### src/rtl/axi4_txn_gate.sv
// rtl/axi4_txn_gate.sv - outstanding-transaction limiter and drain gate for an AXI4 memory port
// Only handshake controls pass through; payload buses are wired around this block.
module axi4_txn_gate #(
  parameter int C_MAX_OUTSTANDING = 16,
  parameter int C_CNT_BITS        = 5
) (
  input  logic                  clk,
  input  logic                  aresetn,
  input  logic                  s_aw_valid,
  output logic                  s_aw_ready,
  output logic                  m_aw_valid,
  input  logic                  m_aw_ready,
  input  logic                  s_ar_valid,
  output logic                  s_ar_ready,
  output logic                  m_ar_valid,
  input  logic                  m_ar_ready,
  input  logic                  b_valid,
  input  logic                  b_ready,
  input  logic                  r_valid,
  input  logic                  r_ready,
  input  logic                  r_last,
  input  logic                  drain_req,
  output logic                  halted,
  output logic [C_CNT_BITS-1:0] wr_outstanding,
  output logic [C_CNT_BITS-1:0] rd_outstanding,
  output logic                  err_underflow
);

  localparam logic [C_CNT_BITS-1:0] MAX_CNT = C_CNT_BITS'(C_MAX_OUTSTANDING);
  localparam logic [C_CNT_BITS-1:0] CNT_ONE = C_CNT_BITS'(1);

  typedef enum logic [1:0] {
    ST_RUN   = 2'd0,
    ST_DRAIN = 2'd1,
    ST_HALT  = 2'd2
  } state_t;

  state_t                state;
  state_t                state_nxt;
  logic [C_CNT_BITS-1:0] wr_cnt;
  logic [C_CNT_BITS-1:0] wr_cnt_nxt;
  logic [C_CNT_BITS-1:0] rd_cnt;
  logic [C_CNT_BITS-1:0] rd_cnt_nxt;
  logic                  aw_held;
  logic                  ar_held;
  logic                  aw_held_nxt;
  logic                  ar_held_nxt;
  logic                  halted_q;
  logic                  err_q;
  logic                  aw_open;
  logic                  ar_open;
  logic                  aw_fire;
  logic                  ar_fire;
  logic                  b_fire;
  logic                  r_fire;
  logic                  wr_under;
  logic                  rd_under;
  logic                  port_idle_nxt;

  // A request already presented downstream stays open until it handshakes,
  // so AXI valid stability holds across drain and limit changes.
  assign aw_open = aw_held | ((state == ST_RUN) & (wr_cnt < MAX_CNT));
  assign ar_open = ar_held | ((state == ST_RUN) & (rd_cnt < MAX_CNT));

  assign m_aw_valid = s_aw_valid & aw_open;
  assign s_aw_ready = m_aw_ready & aw_open;
  assign m_ar_valid = s_ar_valid & ar_open;
  assign s_ar_ready = m_ar_ready & ar_open;

  assign aw_fire = m_aw_valid & m_aw_ready;
  assign ar_fire = m_ar_valid & m_ar_ready;
  assign b_fire  = b_valid & b_ready;
  assign r_fire  = r_valid & r_ready & r_last;

  assign aw_held_nxt = m_aw_valid & ~m_aw_ready;
  assign ar_held_nxt = m_ar_valid & ~m_ar_ready;

  always_comb begin
    wr_cnt_nxt = wr_cnt;
    wr_under   = 1'b0;
    if (aw_fire && !b_fire) begin
      wr_cnt_nxt = wr_cnt + CNT_ONE;
    end else if (b_fire && !aw_fire) begin
      if (wr_cnt == '0) begin
        wr_under = 1'b1;
      end else begin
        wr_cnt_nxt = wr_cnt - CNT_ONE;
      end
    end
  end

  always_comb begin
    rd_cnt_nxt = rd_cnt;
    rd_under   = 1'b0;
    if (ar_fire && !r_fire) begin
      rd_cnt_nxt = rd_cnt + CNT_ONE;
    end else if (r_fire && !ar_fire) begin
      if (rd_cnt == '0) begin
        rd_under = 1'b1;
      end else begin
        rd_cnt_nxt = rd_cnt - CNT_ONE;
      end
    end
  end

  // Idleness is judged on next-cycle values so HALT is entered on the edge
  // that retires the last response.
  assign port_idle_nxt = (wr_cnt_nxt == '0) & (rd_cnt_nxt == '0) &
                         ~aw_held_nxt & ~ar_held_nxt;

  always_comb begin
    state_nxt = state;
    case (state)
      ST_RUN: begin
        if (drain_req) begin
          state_nxt = ST_DRAIN;
        end
      end
      ST_DRAIN: begin
        if (!drain_req) begin
          state_nxt = ST_RUN;
        end else if (port_idle_nxt) begin
          state_nxt = ST_HALT;
        end
      end
      ST_HALT: begin
        if (!drain_req) begin
          state_nxt = ST_RUN;
        end
      end
      default: state_nxt = ST_RUN;
    endcase
  end

  always_ff @(posedge clk) begin
    if (!aresetn) begin
      state    <= ST_RUN;
      wr_cnt   <= '0;
      rd_cnt   <= '0;
      aw_held  <= 1'b0;
      ar_held  <= 1'b0;
      halted_q <= 1'b0;
      err_q    <= 1'b0;
    end else begin
      state    <= state_nxt;
      wr_cnt   <= wr_cnt_nxt;
      rd_cnt   <= rd_cnt_nxt;
      aw_held  <= aw_held_nxt;
      ar_held  <= ar_held_nxt;
      halted_q <= (state_nxt == ST_HALT);
      err_q    <= err_q | wr_under | rd_under;
    end
  end

  assign halted         = halted_q;
  assign err_underflow  = err_q;
  assign wr_outstanding = wr_cnt;
  assign rd_outstanding = rd_cnt;

endmodule

### config.mk
export PLATFORM = sky130hd
export DESIGN_NAME = axi4_txn_gate
export DESIGN_NICKNAME = d
export VERILOG_FILES = /design/src/rtl/axi4_txn_gate.sv
export SDC_FILE = /design/constraint.sdc
export NUM_CORES = 1
export LEC_CHECK = 0
export BUFFER_PORTS_ARGS = -buffer_cell sky130_fd_sc_hd__buf_2
export CAP_MARGIN = 5
export CORE_ASPECT_RATIO = 0.7
export CORE_MARGIN = 1
export CORE_UTILIZATION = 35
export DETAILED_ROUTE_END_ITERATION = 6
export HOLD_SLACK_MARGIN = 0.05
export PLACE_DENSITY_LB_ADDON = 0.05
export RECOVER_POWER = 50
export SLEW_MARGIN = 20
export SYNTH_ARGS = -nofsm -noshare
export SYNTH_HDL_FRONTEND = slang
export SYNTH_SLANG_ARGS = --single-unit
### constraint.sdc
create_clock -name clk -period 2.8 [get_ports clk]
set_input_delay 0.56 -clock clk [delete_from_list [all_inputs] [get_ports clk]]
set_output_delay 0.56 -clock clk [all_outputs]
set_load 0.05 [all_outputs]
After elaboration in Yosys (flattened, before gate mapping). Index checks and enable logic that the tools add are counted.

Bits in registers: 16. Input port bits: 12. Word-level logic and storage cells: 70.

Bitwise logic cells: 24. Reductions and logical operators: 13. Mux-type cells: 17. $lt $le $gt $ge: 2. Add/subtract/negate cells: 4. Equal/unequal tests: 3.

Operator list (count): 5-bit two-way mux (6); 5-bit zero test (4); 1-bit AND (16); 5-bit by 1-bit adder with 5-bit output, second input constant (2); 5-bit < comparator, second input constant (2); 5-bit by 1-bit subtractor with 5-bit output, second input constant (2); 2-bit two-way mux (4); 1-bit two-way mux (6); 2-bit case mux with 3 select lines (1); 2-bit equality test, second input constant (2); 1-bit logical AND (4); 1-bit zero test (4); 1-bit NOT (4); 1-bit bitwise OR (4); 2-bit by 1-bit equality test with 1-bit output, second input constant (1); 2-bit zero test (1).

Longest topological paths before layout. Gate-level depths: netlist (run 1).

Depth after elaboration: 17. Depth in mapped cells: 9. Depth with buffers taken out: 9.

Worst setup path before layout (run 1). OpenSTA, ideal clock, no wires.

Kind: flip-flop to flip-flop. Start point: reg rd_cnt[0], in the netlist rd_outstanding[0]. End point: reg state[0]. Stages on the path, launching flop included: 10. Data required time: 2.675 ns. Period minus slack after synthesis: 2.338 ns. Data arrival time: 2.213 ns. Path slack: 0.462 ns. Library setup time: 0.125 ns. Path buffers: 0. Path through: dfxtp_1 > inv_1 > ha_1 > nor4b_1 > nor2_1 > and3_1 > nor4_1 > nor4_1 > nand4_1 > nor3b_1.

Cells in the longest elaborated chain, start to end: 16.

RTL lines: from (decl) (RTL line 42) `logic [C_CNT_BITS-1:0] rd_cnt;`; from (signal assigned) (RTL line 147) `rd_cnt <= rd_cnt_nxt;`; 5-bit < comparator (RTL line 63) `assign ar_open = ar_held | ((state == ST_RUN) & (rd_cnt < MAX_CNT));`; 1-bit AND (RTL line 63); 1-bit bitwise OR (RTL line 63); 1-bit AND (RTL line 67) `assign m_ar_valid = s_ar_valid & ar_open;`; 1-bit AND (RTL line 71) `assign ar_fire = m_ar_valid & m_ar_ready;`; 1-bit zero test (RTL line 97) `end else if (r_fire && !ar_fire) begin`; 1-bit logical AND (RTL line 97); 5-bit two-way mux (RTL line 97); 5-bit two-way mux (RTL line 95) `if (ar_fire && !r_fire) begin`; 5-bit zero test (RTL line 108) `assign port_idle_nxt = (wr_cnt_nxt == '0) & (rd_cnt_nxt == '0) &`; 1-bit AND (2 in series) (RTL line 108); 1-bit AND * (RTL line 109) `~aw_held_nxt & ~ar_held_nxt;`; 2-bit two-way mux * (RTL line 122) `end else if (port_idle_nxt) begin`; 2-bit two-way mux * (RTL line 120) `if (!drain_req) begin`; 2-bit case mux with 3 select lines * (RTL line 113) `case (state)`; to (signal assigned) (RTL line 145) `state <= state_nxt;`; to (decl) (RTL line 38) `state_t state;`.

Every way passes the cells marked *; elsewhere a longest branch is shown, timed or not. A chain may end at the register's enable or synchronous reset.

Worst setup path after layout (run 1).
Start point: reg state[1]. End point: reg state[1].

Cells in the longest elaborated chain, start to end: 16.

RTL lines (RTL line): 2-bit zero test (62, 63, 113); 1-bit AND (on tied branches) (62, 63); 1-bit bitwise OR (on tied branches) (62, 63); 1-bit AND (on tied branches) (65, 67); 1-bit AND (on tied branches) (70, 71); 1-bit zero test (on tied branches) (83, 97); 1-bit logical AND (on tied branches) (83, 97); 5-bit two-way mux (on tied branches) (83, 97); 5-bit two-way mux (on tied branches) (81, 95); 5-bit zero test (108); 1-bit AND (2 in series) (108); 1-bit AND (109); 2-bit two-way mux (122); 2-bit two-way mux (120); 2-bit case mux with 3 select lines * (113).

Marks and branches as above.

==> out/metrics.cfg, run 1 <==
[global_route]
globalRouteMet2Util_pct = 23.2
busiest_layer = met1
grt_use_met3_pct = 5.52
grt_overflow_total = 0
grtUsageMet1_pct = 26.5
grt_pass1_vias = 976
grt_pass1_wl_mm = 4.67
antenna_found_initial = 0
grt_max_degree = 16
grtUsageTotal_pct = 17.0

[synthesis]
synth_area_sq_um = 1140
yosys_warnings = 0
postSynthCellCount = 135
async_flop_share_pct = 0
synth_nets = 151
seq_area_frac_synth_pct = 28.1
ys_ff_latch = 16
synth_cell_types = 49
synth_edf_count = 0
synth_ff_type = dfxtp_1
syn_area_per_cell_sq_um = 8.44

[pwr]
p_leak_uw = 0.000540
finalPower_uw = 689
power_density_nw_per_um2 = 517
peakVddDrop_v = 0.000315

[hold_path]
whs_endpoint = err_underflow$_SDFF_PN0_
hold_start = err_underflow$_SDFF_PN0_
hold_depth = 2
worst_hold_path_type = register to register

[die]
ioPinCount = 28
core_region_area_sq_um = 2940
dieArea_sq_um = 3490
dieWidth_microns = 70.2
dieHeight_microns = 49.7
start_util_pct = 38.7
row_count = 16

[setup_path]
crit_arrival_ps = 2610
crit_path_max_incr_delay_ps = 650
cp.required_ps = 2950
crit_path_cell_trace = nor3_1 > a211oi_1 > nand2b_2 > mux2i_1 > nor4_1 > nand4_1 > o31ai_1
r2r-start = state[1]$_SDFF_PN0_
path_max_fanout = 7
ff2ff_setup_slack_ps = 340
r2r_end = state[1]$_SDFF_PN0_
startpoint = state[1]$_SDFF_PN0_
cp_slowest_cell = nor3_1
crit_type = register to register
worstSetupEndpointType = register
start_kind = register
r2r_cells = 7

[layout]
num_antenna_cells = 0
area.growth.synth_to_final_pct = 16.8
fin_cells = 200
multiInputGateArea_sq_um = 771
final_nets = 182
fillCellCount = 332
seq_area_sq_um = 320
drive_gt1_share_pct = 18.9

[job]
cap_violations = 0

[status]
status = finished clean

[routing]
routed_wirelength_mm = 2.83
first_iter_violations = 44
num_vias = 1126
vias_per_cell = 5.63
drtPass1Iterations = 4
post-route-drc-count = 0
wl_per_cell_microns = 14.1
antenna_left = 0

[placement]
place_inst = 197
gp_congestion = 0.850
io_buffers = 27
hpwl_mm = 2.21

[sta]
fin_tns_setup_ps = 0
finalSetupViolations = 0
hold_viol = 0
fmax_ghz = 0.407
fin_skew_ps = 0.572
fin_crit_ps = 2460
slew_headroom_pct = 49.6
rsz0062_at_grt = no
worst_slew_pin_slew_ps = 750
period_share_pct = 87.8
final_max_slew_viol_count = 0

[clock_tree]
cts_tree = built
root_buffer = clkbuf_8
cts_sinks = 16
clock_latency_ps = 240
cts_buffer_depth = 2
path_clk_slew_ps = 60
htree_levels = 1
cts_resized = 0
numCtsBuffers = 3
post-cts-setup-buffers = 0
cts_hold_buf = 0

==> power by group <==
group	internal [uW]	switching (uW)
Clock	95.0	66.9
Combinational	90.7	168
Sequential	244	24.6
Total	429	259
==> worst max-delay path: cells and delay by family, from the launching register on <==
kind | cells | cell delay, ps
AND/OR/NAND/NOR | 4 | 1380
AO/OA/AOI/OAI | 2 | 490
flip-flops | 1 | 370
multiplexers | 1 | 130
==> Yosys cell counts, types with 3 or more instances <==
cell type	instances	area (sq um)
nand2_1	7	26.3
nor3_1	7	35.0
o21ai_0	5	25.0
and2_1	9	56.3
ha_1	4	50.1
a21oi_1	5	25.0
dfxtp_1	16	320
and3_1	4	25.0
nand3_1	7	35.0
nand4_1	4	25.0
inv_1	5	18.8
nor2_1	9	33.8
nor3b_1	3	22.5
==> cell families (layout without fill, tap and decap cells) <==
group / after synthesis / in the layout / share of synthesized area [%]
AND/OR/NAND/NOR: 67 / 67 / 34.8
AO/OA/AOI/OAI: 35 / 35 / 25.0
flip-flops: 16 / 16 / 28.1
buffers and inverters: 8 / 37 / 3.40
adder cells (fa/ha/maj): 4 / 4 / 4.39
multiplexers: 3 / 3 / 2.74
XOR/XNOR: 2 / 2 / 1.54
==> cells in the final DEF (no fill, tap or decap), drive strengths merged, types with 5 or more instances in the layout <==
cell type / n
buf: 17
nand3: 7
nor2: 9
a21oi: 5
o21ai: 7
nor3: 9
inv: 5
clkbuf: 15
nand2: 8
and2: 10
dfxtp: 16
==> how the worst max path moves through the flow <==
stage,to,slack [ps],cells past startpoint
6_report,state[1]$_SDFF_PN0_,340,7
3_5_place_dp,state[1]$_SDFF_PN0_,420,8
2_1_floorplan,state[0]$_SDFF_PN0_,460,9
3_3_place_gp,state[0]$_SDFF_PN0_,490,8
4_1_cts,state[1]$_SDFF_PN0_,470,9
5_1_grt,state[1]$_SDFF_PN0_,90,7
==> registers in the layout (all words and copies together) (netlist names) <==
name            cells
aw_held             1
err_underflow       1
wr_outstanding      5
rd_outstanding      5
state               2
ar_held             1
halted              1
==> metrics by stage <==
stage	hold slack (ps)	util, %	cell area (sq um)	setup WS, ps
finish	541	45.2	1330	342
global route	553	45.2	1330	86.1
CTS	540	46.1	1360	473
detailed placement	534	44.7	1320	416
global placement	545	44.7	1320	491
floorplan	536	-	1140	462
==> area by class of cell <==
class                      count  area share, %
clock buffer                   3           3.10
inverter                       5           1.41
multi-input combinational    111           57.9
sequential                    16           24.1
tap                           36           3.38
timing repair buffer          29           10.2
==> per-layer routing <==
layer | vias to the layer above | share of wire, % | wire length [microns]
met4 | 0 | 0 | 0
li1 | 578 | - | -
met2 | 24 | 39 | 1090
met5 | - | 0 | 0
met3 | 0 | 4.7 | 134
met1 | 524 | 57 | 1600
Note: power is estimated with default switching activity, not from simulation.
==> inputs of run 2 (changes only) <==
--- a/config.mk
+++ b/config.mk
@@ -7,13 +7,14 @@
 export LEC_CHECK = 0
 export BUFFER_PORTS_ARGS = -buffer_cell sky130_fd_sc_hd__buf_2
 export CAP_MARGIN = 5
-export CORE_ASPECT_RATIO = 0.7
+export CORE_ASPECT_RATIO = 0.8
 export CORE_MARGIN = 1
 export CORE_UTILIZATION = 35
 export DETAILED_ROUTE_END_ITERATION = 6
-export HOLD_SLACK_MARGIN = 0.05
+export HOLD_SLACK_MARGIN = 0.12
 export PLACE_DENSITY_LB_ADDON = 0.05
 export RECOVER_POWER = 50
+export REMOVE_ABC_BUFFERS = 1
 export SLEW_MARGIN = 20
 export SYNTH_ARGS = -nofsm -noshare
 export SYNTH_HDL_FRONTEND = slang
==> run 2 against run 1 <==
Against the previous run:
- worst hold slack lost 6.7 ps
- non-clock buffer count decreased by 2
- clock-buffer cell count is 1 higher
- critical path depth shrank 3
- fmax up 2.9%
- combinational power is 3% lower
- critical endpoint is now m_aw_valid
- highest routed layer is now met4
==> out/metrics.cfg, run 2 (synthesis gave the netlist of run 1 again) <==
[status]
status = finished clean

[layout]
final_common_cell = dfxtp_1
fillCellCount = 328
drive_gt1_share_pct = 17.8
area.growth.synth_to_final_pct = 16.7
num_antenna_cells = 0
final_cell_mix = 16 x dfxtp_1, 15 x buf_2, 12 x clkbuf_1, 9 x nor3_1, 9 x nor2_1
final_nets = 180
post-route-cell-area_sq_um = 1330

[job]
cap_violations = 0

[global_route]
grt_pass1_vias = 941
grt_pass1_wl_mm = 4.49
antenna_found_initial = 0
grt_max_degree = 16
grt_overflow_total = 0
grtUsageTotal_pct = 17.3

[placement]
postPlaceCellArea_sq_um = 1310
gp_congestion = 0.779
io_buffers = 27
place_ws_ps = 463
hpwl_mm = 2.13

[clock_tree]
cts_hold_buf = 0
numCtsBuffers = 3
htree_levels = 1
clock_latency_ps = 250
root_buffer = clkbuf_8
cts_resized = 0
cts_buffer_depth = 2
path_clk_slew_ps = 60
cts_tree = built
cts_sinks = 16
post-cts-setup-buffers = 0

[setup_path]
r2r-start = state[1]$_SDFF_PN0_
crit_path_cell_trace = nor3_1 > nor2_1 > nor2b_1 > buf_2
r2r_end = state[0]$_SDFF_PN0_
cp.required_ps = 2240
ff2ff_setup_slack_ps = 470
crit_type = register to primary output
start_kind = register
crit_arrival_ps = 1830
critPathBufInv = 1
cp_slowest_cell = nor3_1
critical_path.top_delay_family = simple AND/OR/NAND/NOR gates
path_max_fanout = 7
r2r_cells = 7
worstSetupEndpointType = primary output
crit_path_max_incr_delay_ps = 640

[hold_path]
hold_start = m_ar_ready
whs_endpoint = ar_held$_SDFF_PN0_
worst_hold_path_type = input port to register
hold_depth = 2

[sta]
fin_tns_setup_ps = 0
final_max_slew_viol_count = 0
hold_viol = 0
worst_slew_pin_slew_ps = 739
fmax_ghz = 0.419
finalSetupViolations = 0
period_share_pct = 85.3
rsz0062_at_grt = no
fin_ws_ps = 411
slew_headroom_pct = 50.3
fin_crit_ps = 2390
fin_skew_ps = 2.51

[pwr]
p_leak_uw = 0.000534
finalPower_uw = 728
power_density_nw_per_um2 = 547
peakVddDrop_v = 0.000271

[routing]
routed_wirelength_mm = 2.79
first_iter_violations = 44
post-route-drc-count = 0
wl_per_cell_microns = 13.8
num_vias = 1121
vias_per_cell = 5.52
antenna_left = 0
drtPass1Iterations = 4

[die]
core_region_area_sq_um = 3090
row_count = 18
dieHeight_microns = 53.0
dieArea_sq_um = 3490
dieWidth_microns = 65.8
ioPinCount = 28
start_util_pct = 36.9

run 2: cell type report:
cell class                      instances  area (sq um)  area share (%)
Timing Repair Buffer                   27           120            9.03
Multi-Input combinational cell        111           766            57.6
Tap cell                               40          50.0            3.76
Clock buffer                            4          55.1            4.14
Sequential cell                        16           320            24.1
Inverter                                5          18.8            1.41
run 2: metal layers:
layer | part of all wire (%) | wire (microns) | track usage, %
met5 | 0 | 0 | 0
met2 | 40 | 1120 | 24.0
met4 | 0.39 | 11 | 3.26
met3 | 5.5 | 153 | 5.17
met1 | 54 | 1510 | 25.8
run 2: report_power, final:
part / total [uW] / switching [uW] / internal (uW) / leakage, uW
Clock: 209 / 84.0 / 125 / 0.0000288
Sequential: 268 / 24.3 / 243 / 0.000130
Combinational: 251 / 164 / 87.6 / 0.000375
run 2: through the flow:
step	util [%]	hold WS, ps	instances
final	43.1	534	203
after global placement	42.3	541	199
after global routing	43.1	542	203
after floorplan	-	536	132
after CTS	44.1	528	203
after detailed placement	42.3	546	199
run 2: worst max-delay path by stage:
stage | depth (start not counted) | end | slack (ps) | from
global placement | 8 | state[0]$_SDFF_PN0_ | 490 | s_aw_valid
detailed placement | 8 | halted$_SDFF_PN0_ | 460 | s_aw_valid
global route | 7 | halted$_SDFF_PN0_ | 200 | state[1]$_SDFF_PN0_
CTS | 9 | state[0]$_SDFF_PN0_ | 500 | rd_outstanding[0]$_SDFF_PN0_
finish | 4 | m_aw_valid | 410 | state[1]$_SDFF_PN0_
floorplan | 9 | state[0]$_SDFF_PN0_ | 460 | rd_outstanding[0]$_SDFF_PN0_
